[src/rtl/hazard_ctrl_if.sv]
// Decoder-side inputs and pipeline-control outputs of the hazard/sequencing unit.
// The core-side control block drives the master view; hazard_ctrl takes the slave view.
interface hazard_ctrl_if #(
    parameter int unsigned REG_AW = 5,
    parameter int unsigned CNT_W  = 32
);
    logic              Instr_Valid;
    logic [REG_AW-1:0] Ra;
    logic [REG_AW-1:0] Rb;
    logic              Ra_Used;
    logic              Rb_Used;
    logic [REG_AW-1:0] Rd;
    logic              RegWr;
    logic              MemtoReg;
    logic              MemWr;
    logic              Redirect;
    logic              Mem_Ready;
    logic              PC_En;
    logic              IFID_En;
    logic              IFID_Flush;
    logic              IDEX_Flush;
    logic              EXMEM_Flush;
    logic [1:0]        ForwardA;
    logic [1:0]        ForwardB;
    logic [CNT_W-1:0]  Stall_Count;
    logic [CNT_W-1:0]  Flush_Count;

    modport master (
        output Instr_Valid, Ra, Rb, Ra_Used, Rb_Used, Rd, RegWr, MemtoReg, MemWr,
               Redirect, Mem_Ready,
        input  PC_En, IFID_En, IFID_Flush, IDEX_Flush, EXMEM_Flush, ForwardA, ForwardB,
               Stall_Count, Flush_Count
    );

    modport slave (
        input  Instr_Valid, Ra, Rb, Ra_Used, Rb_Used, Rd, RegWr, MemtoReg, MemWr,
               Redirect, Mem_Ready,
        output PC_En, IFID_En, IFID_Flush, IDEX_Flush, EXMEM_Flush, ForwardA, ForwardB,
               Stall_Count, Flush_Count
    );
endinterface

[src/rtl/hazard_ctrl.sv]
// Pipeline sequencing for the 5-stage core: freeze/redirect/load-use arbitration,
// EX operand forwarding from a shadow of the EX/MEM/WB occupants, stall/flush counters.
module hazard_ctrl #(
    parameter int unsigned REG_AW = 5,
    parameter int unsigned CNT_W  = 32
) (
    input  logic          Clk,
    input  logic          Reset,
    hazard_ctrl_if.slave  bus
);
    typedef struct packed {
        logic              valid;
        logic [REG_AW-1:0] ra;
        logic [REG_AW-1:0] rb;
        logic              ra_used;
        logic              rb_used;
        logic [REG_AW-1:0] rd;
        logic              regwr;
        logic              load;
        logic              memop;
    } entry_t;

    localparam entry_t BUBBLE = '0;

    entry_t           e_q, m_q, w_q;
    entry_t           e_d, m_d, w_d;
    entry_t           id_entry;
    logic [CNT_W-1:0] stall_q, stall_d;
    logic [CNT_W-1:0] flush_q, flush_d;
    logic             freeze;
    logic             load_use;
    logic             m_fwd_ok;
    logic             w_fwd_ok;
    logic             unused_w;

    function automatic logic [CNT_W-1:0] sat_inc(input logic [CNT_W-1:0] c);
        return (&c) ? c : c + CNT_W'(1);
    endfunction

    // An invalid ID slot enters EX as a clean bubble so stale fields never forward.
    always_comb begin
        id_entry = BUBBLE;
        if (bus.Instr_Valid) begin
            id_entry.valid   = 1'b1;
            id_entry.ra      = bus.Ra;
            id_entry.rb      = bus.Rb;
            id_entry.ra_used = bus.Ra_Used;
            id_entry.rb_used = bus.Rb_Used;
            id_entry.rd      = bus.Rd;
            id_entry.regwr   = bus.RegWr;
            id_entry.load    = bus.MemtoReg;
            id_entry.memop   = bus.MemtoReg | bus.MemWr;
        end
    end

    assign freeze   = m_q.valid & m_q.memop & ~bus.Mem_Ready;
    assign load_use = bus.Instr_Valid & e_q.valid & e_q.load & (e_q.rd != '0) &
                      ((bus.Ra_Used & (bus.Ra == e_q.rd)) | (bus.Rb_Used & (bus.Rb == e_q.rd)));

    // Loads in MEM have no result yet; x0 is never a forwarding source.
    assign m_fwd_ok = m_q.valid & m_q.regwr & ~m_q.load & (m_q.rd != '0);
    assign w_fwd_ok = w_q.valid & w_q.regwr & (w_q.rd != '0);

    always_comb begin
        bus.ForwardA = 2'b00;
        if (e_q.ra_used && m_fwd_ok && (m_q.rd == e_q.ra))      bus.ForwardA = 2'b01;
        else if (e_q.ra_used && w_fwd_ok && (w_q.rd == e_q.ra)) bus.ForwardA = 2'b10;
        bus.ForwardB = 2'b00;
        if (e_q.rb_used && m_fwd_ok && (m_q.rd == e_q.rb))      bus.ForwardB = 2'b01;
        else if (e_q.rb_used && w_fwd_ok && (w_q.rd == e_q.rb)) bus.ForwardB = 2'b10;
    end

    // Priority arbitration: freeze > redirect > load-use > normal advance.
    always_comb begin
        bus.PC_En       = 1'b1;
        bus.IFID_En     = 1'b1;
        bus.IFID_Flush  = 1'b0;
        bus.IDEX_Flush  = 1'b0;
        bus.EXMEM_Flush = 1'b0;
        e_d             = id_entry;
        m_d             = e_q;
        w_d             = m_q;
        stall_d         = stall_q;
        flush_d         = flush_q;
        if (freeze) begin
            bus.PC_En   = 1'b0;
            bus.IFID_En = 1'b0;
            e_d         = e_q;
            m_d         = m_q;
            w_d         = w_q;
            stall_d     = sat_inc(stall_q);
        end else if (bus.Redirect) begin
            bus.IFID_Flush  = 1'b1;
            bus.IDEX_Flush  = 1'b1;
            bus.EXMEM_Flush = 1'b1;
            e_d             = BUBBLE;
            m_d             = BUBBLE;
            flush_d         = sat_inc(flush_q);
        end else if (load_use) begin
            bus.PC_En      = 1'b0;
            bus.IFID_En    = 1'b0;
            bus.IDEX_Flush = 1'b1;
            e_d            = BUBBLE;
            stall_d        = sat_inc(stall_q);
        end
        if (Reset) begin
            bus.PC_En       = 1'b0;
            bus.IFID_En     = 1'b0;
            bus.IFID_Flush  = 1'b1;
            bus.IDEX_Flush  = 1'b1;
            bus.EXMEM_Flush = 1'b1;
        end
    end

    always_ff @(posedge Clk or posedge Reset) begin
        if (Reset) begin
            e_q     <= BUBBLE;
            m_q     <= BUBBLE;
            w_q     <= BUBBLE;
            stall_q <= '0;
            flush_q <= '0;
        end else begin
            e_q     <= e_d;
            m_q     <= m_d;
            w_q     <= w_d;
            stall_q <= stall_d;
            flush_q <= flush_d;
        end
    end

    assign bus.Stall_Count = stall_q;
    assign bus.Flush_Count = flush_q;

    // WB source fields are shadowed for symmetry but only rd/regwr/valid matter there.
    assign unused_w = ^w_q;
endmodule

[src/flat_wrapper.sv]
// flat-port wrapper written by rule: the top's interface ports become plain ports
module hazard_ctrl_flat 
#(
    parameter int unsigned REG_AW = 5,
    parameter int unsigned CNT_W  = 32
)
  (Clk, Reset, bus_Instr_Valid, bus_Ra, bus_Rb, bus_Ra_Used, bus_Rb_Used, bus_Rd, bus_RegWr, bus_MemtoReg, bus_MemWr, bus_Redirect, bus_Mem_Ready, bus_PC_En, bus_IFID_En, bus_IFID_Flush, bus_IDEX_Flush, bus_EXMEM_Flush, bus_ForwardA, bus_ForwardB, bus_Stall_Count, bus_Flush_Count);
  hazard_ctrl_if #(.REG_AW(REG_AW), .CNT_W(CNT_W)) bus_i ();
  input  logic Clk;
  input  logic Reset;
  input wire logic [$bits(bus_i.Instr_Valid)-1:0] bus_Instr_Valid;
  input wire logic [$bits(bus_i.Ra)-1:0] bus_Ra;
  input wire logic [$bits(bus_i.Rb)-1:0] bus_Rb;
  input wire logic [$bits(bus_i.Ra_Used)-1:0] bus_Ra_Used;
  input wire logic [$bits(bus_i.Rb_Used)-1:0] bus_Rb_Used;
  input wire logic [$bits(bus_i.Rd)-1:0] bus_Rd;
  input wire logic [$bits(bus_i.RegWr)-1:0] bus_RegWr;
  input wire logic [$bits(bus_i.MemtoReg)-1:0] bus_MemtoReg;
  input wire logic [$bits(bus_i.MemWr)-1:0] bus_MemWr;
  input wire logic [$bits(bus_i.Redirect)-1:0] bus_Redirect;
  input wire logic [$bits(bus_i.Mem_Ready)-1:0] bus_Mem_Ready;
  output wire logic [$bits(bus_i.PC_En)-1:0] bus_PC_En;
  output wire logic [$bits(bus_i.IFID_En)-1:0] bus_IFID_En;
  output wire logic [$bits(bus_i.IFID_Flush)-1:0] bus_IFID_Flush;
  output wire logic [$bits(bus_i.IDEX_Flush)-1:0] bus_IDEX_Flush;
  output wire logic [$bits(bus_i.EXMEM_Flush)-1:0] bus_EXMEM_Flush;
  output wire logic [$bits(bus_i.ForwardA)-1:0] bus_ForwardA;
  output wire logic [$bits(bus_i.ForwardB)-1:0] bus_ForwardB;
  output wire logic [$bits(bus_i.Stall_Count)-1:0] bus_Stall_Count;
  output wire logic [$bits(bus_i.Flush_Count)-1:0] bus_Flush_Count;
  assign bus_i.Instr_Valid = bus_Instr_Valid;
  assign bus_i.Ra = bus_Ra;
  assign bus_i.Rb = bus_Rb;
  assign bus_i.Ra_Used = bus_Ra_Used;
  assign bus_i.Rb_Used = bus_Rb_Used;
  assign bus_i.Rd = bus_Rd;
  assign bus_i.RegWr = bus_RegWr;
  assign bus_i.MemtoReg = bus_MemtoReg;
  assign bus_i.MemWr = bus_MemWr;
  assign bus_i.Redirect = bus_Redirect;
  assign bus_i.Mem_Ready = bus_Mem_Ready;
  assign bus_PC_En = bus_i.PC_En;
  assign bus_IFID_En = bus_i.IFID_En;
  assign bus_IFID_Flush = bus_i.IFID_Flush;
  assign bus_IDEX_Flush = bus_i.IDEX_Flush;
  assign bus_EXMEM_Flush = bus_i.EXMEM_Flush;
  assign bus_ForwardA = bus_i.ForwardA;
  assign bus_ForwardB = bus_i.ForwardB;
  assign bus_Stall_Count = bus_i.Stall_Count;
  assign bus_Flush_Count = bus_i.Flush_Count;
  hazard_ctrl #(.REG_AW(REG_AW), .CNT_W(CNT_W)) u_core (.Clk(Clk), .Reset(Reset), .bus(bus_i));
endmodule
[config.mk]
export PLATFORM = sky130hd
export DESIGN_NAME = hazard_ctrl_flat
export DESIGN_NICKNAME = d
export VERILOG_FILES = /design/src/rtl/hazard_ctrl_if.sv /design/src/rtl/hazard_ctrl.sv /design/src/flat_wrapper.sv
export SDC_FILE = /design/constraint.sdc
export NUM_CORES = 1
export LEC_CHECK = 0
export CORE_UTILIZATION = 48
export CTS_BUF_LIST = sky130_fd_sc_hd__clkbuf_4 sky130_fd_sc_hd__clkbuf_8
export CTS_CLUSTER_SIZE = 10
export DETAILED_ROUTE_END_ITERATION = 10
export PLACE_DENSITY = 0.84
export SYNTH_ARGS = -nofsm -noshare
export SYNTH_HDL_FRONTEND = slang
export SYNTH_SLANG_ARGS = --single-unit
[constraint.sdc]
create_clock -name Clk -period 4.25 [get_ports Clk]
set_clock_uncertainty 0.15 [all_clocks]
set_input_delay 0.85 -clock Clk [delete_from_list [all_inputs] [get_ports Clk]]
set_output_delay 0.85 -clock Clk [all_outputs]
set_load 0.02 [all_outputs]
### Yosys cells after proc, flatten, opt, wreduce, memory -nomap -nowiden

Index checks and enable logic that the tools add are counted.

| word-level totals | value |
|---|---|
| bits in registers | 101 |
| bits of input ports | 25 |
| logic and storage cells | 86 |

| cells by class | value |
|---|---|
| bitwise operators | 19 |
| mux-type cells | 23 |
| reduce and logical (&&, ||, !) cells | 16 |
| equal/unequal tests | 7 |
| add/subtract/negate cells | 2 |

Operator list:

| cell | count |
|---|---|
| two-way mux 32 bit | 4 |
| two-way mux 21 bit | 4 |
| adder 32 x 1 -> 32 bit, second input constant | 2 |
| AND reduction 32 bit | 2 |
| == test 5 bit | 6 |
| nonzero test 5 bit | 3 |
| bitwise AND 1 bit | 13 |
| two-way mux 1 bit | 11 |
| logical AND 1 bit | 8 |
| two-way mux 2 bit | 4 |
| inverter 1 bit | 4 |
| AND reduction 3 bit | 1 |
| inequality test 2 x 1 -> 1 bit, second input constant | 1 |
| OR 1 bit | 2 |
| AND reduction 2 bit | 1 |
| nonzero test 2 bit | 1 |

### Longest topological paths before layout

| logic depth | value |
|---|---|
| word-level depth | 8 |
| gate-level depth with buffers | 8 |

### Least setup slack after synthesis

No wires, ideal clock.

| path | value |
|---|---|
| kind | input to output |
| start | input Reset |
| end | output bus_IDEX_Flush |
| path buffers | 0 |
| path slack | -0.915 ns |
| arrival time | 4.165 ns |
| required time | 3.250 ns |
| stages on the path | 3 |
| cells stage by stage | inv_1 nand2_1 a41o_1 |

| on the way | value |
|---|---|
| word-level cells in the longest chain between the ends | 1 |

RTL lines:

| item | line | source |
|---|---|---|
| start: declaration | flat_wrapper.sv:10 | `input logic Reset;` |
| two-way mux 1 bit | hazard_ctrl.sv:106 | `if (Reset) begin` |
| end: declaration | flat_wrapper.sv:25 | `output wire logic [$bits(bus_i.IDEX_Flush)-1:0] bus_IDEX_Flush;` |

No other way between the ends.

### Final worst setup path

| path | value |
|---|---|
| start | input bus_Ra[1] |
| end | output bus_IDEX_Flush |

| on the way | value |
|---|---|
| word-level cells in the longest chain between the ends | 8 |

RTL lines:

| item | line | source |
|---|---|---|
| start: declaration | flat_wrapper.sv:12 | `input wire logic [$bits(bus_i.Ra)-1:0] bus_Ra;` |
| == test 5 bit | hazard_ctrl.sv:58 | `((bus.Ra_Used & (bus.Ra == e_q.rd)) \| (bus.Rb_Used & (bus.Rb == e_q.rd)));` |
| bitwise AND 1 bit | hazard_ctrl.sv:58 |  |
| OR 1 bit | hazard_ctrl.sv:58 |  |
| bitwise AND 1 bit | hazard_ctrl.sv:57 | `assign load_use = bus.Instr_Valid & e_q.valid & e_q.load & (e_q.rd != '0) &` |
| two-way mux 1 bit | hazard_ctrl.sv:99 | `end else if (load_use) begin` |
| two-way mux 1 bit | hazard_ctrl.sv:92 | `end else if (bus.Redirect) begin` |
| two-way mux 1 bit | hazard_ctrl.sv:85 | `if (freeze) begin` |
| two-way mux 1 bit | hazard_ctrl.sv:106 |  |

No other way between the ends.

==> metrics.cfg <==
[routing]
via_count = 3626
dr.pass1.iters = 4
drc = 0
wl_per_cell_um = 15.9
viasPerCell = 5.38
drt_iter0_markers = 109
wl_mm = 10.7
antenna_left = 0

[sta]
tns_ps = 0
post-route-min-period_ps = 3860
finalCritPeriodShare = 0.907
final_max_slew_viol_count = 0
tightest_slew_ps = 802
hold_ws_ps = 341
setup_viol = 0
setup_slack_ps = 395
relSlewSlack = 0.465
rsz0062_at_grt = no
fmax_mhz = 259
hold_viol = 0

[worst_setup_path]
crit_type = in2out
worstPathMaxFanout = 4
cp_cell_sequence = clkdlybuf4s50_1 -> xnor2_1 -> nand4_1 -> o22ai_1 -> a41o_1 -> clkdlybuf4s50_1
cp_data_required_time_ps = 3250
critPathBufInv = 2
reg2reg_slack_ps = 1750
max_stage_delay_ps = 640
cp_slowest_cell = clkdlybuf4s50_1
cp.arrival_ps = 2860
critPathLaunchType = input port
path_delay_family = buffers and inverters
crit_path_frequent_cell = clkdlybuf4s50_1
worst-path-stages = 6
rr_worst_depth = 7
crit_path_end_kind = primary output

[synth]
ys_async_sr_fraction = 1.00
synthTopCellsByArea = dfrtp_1 (52%), xnor2_1 (11%), xor2_1 (5.3%), nand2_1 (4.5%), a22o_1 (3.5%)
netlist_area_mm2 = 0.00482
synth_top_area_share = 0.524
synth_top_area_cell = dfrtp_1
ys_types = 47
ys_seq_area_frac = 0.524
synth_edf_count = 0
syn_nets = 464
syn_inst = 437
syn_avg_cell_area_um2 = 11.0
synth-seq-cells = 101
synth-main-ff-cell = dfrtp_1
yosysWarnings = 0

[cts]
cts.sinks = 101
path_clk_slew_ps = 90
cts_tree = built
cts_resized = 0
root_buffer = clkbuf_8
cts_setup_buffers = 0
hold_buffers = 0
cts_buffer_depth = 2
insertion_delay_ps = 370
cts-htree-levels = 3
numCtsBuffers = 9

[place]
place.port_buffers = 97
place_congestion = 0.844
place_ws_ps = 388
dp_hpwl_mm = 7.78

[power_and_ir_drop]
irDropWorstVdd_v = 0.000246
p_seq_frac = 0.548
p_sw_mw = 0.585
combPwrFrac = 0.154
total_power_mw = 1.97
powerDensity_mw_per_mm2 = 322
clockPowerShare = 0.298
power_leakage_nw = 2.78
p_int_mw = 1.39
swShare = 0.297

[worst_hold_path]
hp-class = reg2reg
hold_path_depth = 2

[global_route]
grt_max_degree = 65
grt_pass1_wl_mm = 17.5
grt_overflow_total = 0
antenna_found_initial = 0
grt_pass1_vias = 3592
track_usage = 0.217

[die]
coreArea_mm2 = 0.00977
rows = 36
die-area_mm2 = 0.0104
ios = 98
start_util = 0.493
die-width_um = 102
die_y_um = 102

[run]
maxCapViolations = 0

[status]
status = completed

[final_layout]
final_nets = 563
drive_gt1_frac = 0.0739
diodes = 0
fill_cells = 792
syn_to_final_growth_pct = 26.8

## placed cells by master (no fill, tap or decap), drive strengths merged, types with 8 or more instances in the layout
master         synthesis  routed
xnor2                 62      62
dfrtp                101     101
a22o                  19      19
clkbuf                 7       9
nand3                 29      29
nand3b                 8       8
inv                    9      11
xor2                  29      29
nand4                 21      21
nor3                   8       8
nand2                 58      58
clkdlybuf4s50          0      97
nor2                  14      14
and3                  17      17
## flip-flops by register name, indices dropped and copies added (netlist names)
signal / cells
u_core.w_q: 7
u_core.bus.Stall_Count: 32
u_core.m_q: 9
u_core.e_q: 21
u_core.bus.Flush_Count: 32
## worst register-to-register path, stage by stage, from the launching register on
cell	delay, ps
dfrtp_1	490
xnor2_1	200
nand4_1	120
o22ai_1	380
a31oi_2	190
a31oi_4	170
buf_4	330
mux2_2	380
## per-layer routing
| metal | GRT usage | vias to the layer above | share of wire |
|---|---|---|---|
| met5 | 0 | - | 0 |
| met4 | 0.0484 | 0 | 0.013 |
| met3 | 0.0746 | 15 | 0.067 |
| met2 | 0.357 | 99 | 0.50 |
| met1 | 0.277 | 1796 | 0.42 |
| li1 | - | 1716 | - |
## Yosys cell counts (all sizes together), types with 3 or more instances
master and instances:
nor3 8, dfrtp 101, nor4 6, nand2 58
inv 9, xor2 29, o21ai 5, and3 17
a21oi 3, and4 7, nand4 21, clkbuf 7
a22o 19, a31oi 4, nor2 14, and2 4
nand3b 8, xnor2 62, buf 8, nand3 29
## power groups by stage
stage | clock [mW] | sequential (mW) | combinational, mW
floorplan | 0 | 1.13 | 0.127
global placement | 0 | 1.09 | 0.296
detailed placement | 0 | 1.10 | 0.308
CTS | 0.606 | 1.08 | 0.310
global route | 0.640 | 1.09 | 0.336
finish | 0.586 | 1.08 | 0.304
## per-stage QoR
stage	std cells	utilization	instance area, um2
global placement	658	0.606	5920
detailed placement	658	0.606	5920
finish	674	0.625	6110
CTS	674	0.625	6110
global route	674	0.625	6110
floorplan	437	-	4820
## worst paths after layout
kind / from / end
worst max-delay path: bus_Ra[1] / bus_IDEX_Flush
worst min-delay path: u_core.m_q[1] / u_core.m_q[1]
worst max register to register: u_core.e_q[5] / u_core.bus.Stall_Count[1]
worst min register to register: u_core.m_q[1] / u_core.m_q[1]
max in group asynchronous: Reset / u_core.bus.Stall_Count[27]
min in group asynchronous: Reset / u_core.e_q[20]
## layout make-up
type / instances / area, um2 / area share
repair buffers: 103 / 1020 / 0.166
inverters: 9 / 37.5 / 0.00614
clock inverters: 7 / 67.6 / 0.0111
well taps: 133 / 166 / 0.0272
clock buffers: 9 / 124 / 0.0203
flip-flops and latches: 101 / 2530 / 0.414
multi-input cells: 312 / 2170 / 0.355
## logic make-up (layout without fill, tap and decap cells)
kind of cell             Yosys count  after routing  synth area share
AND/OR/NAND/NOR                  180            180             0.206
flip-flops                       101            101             0.524
XOR/XNOR                          91             91             0.165
AO/OA/AOI/OAI                     37             37            0.0683
buffers and inverters             24            128            0.0262
adder cells (fa/ha/maj)            2              2           0.00519
multiplexers                       2              2           0.00467
Note: power is estimated with default switching activity, not from simulation.
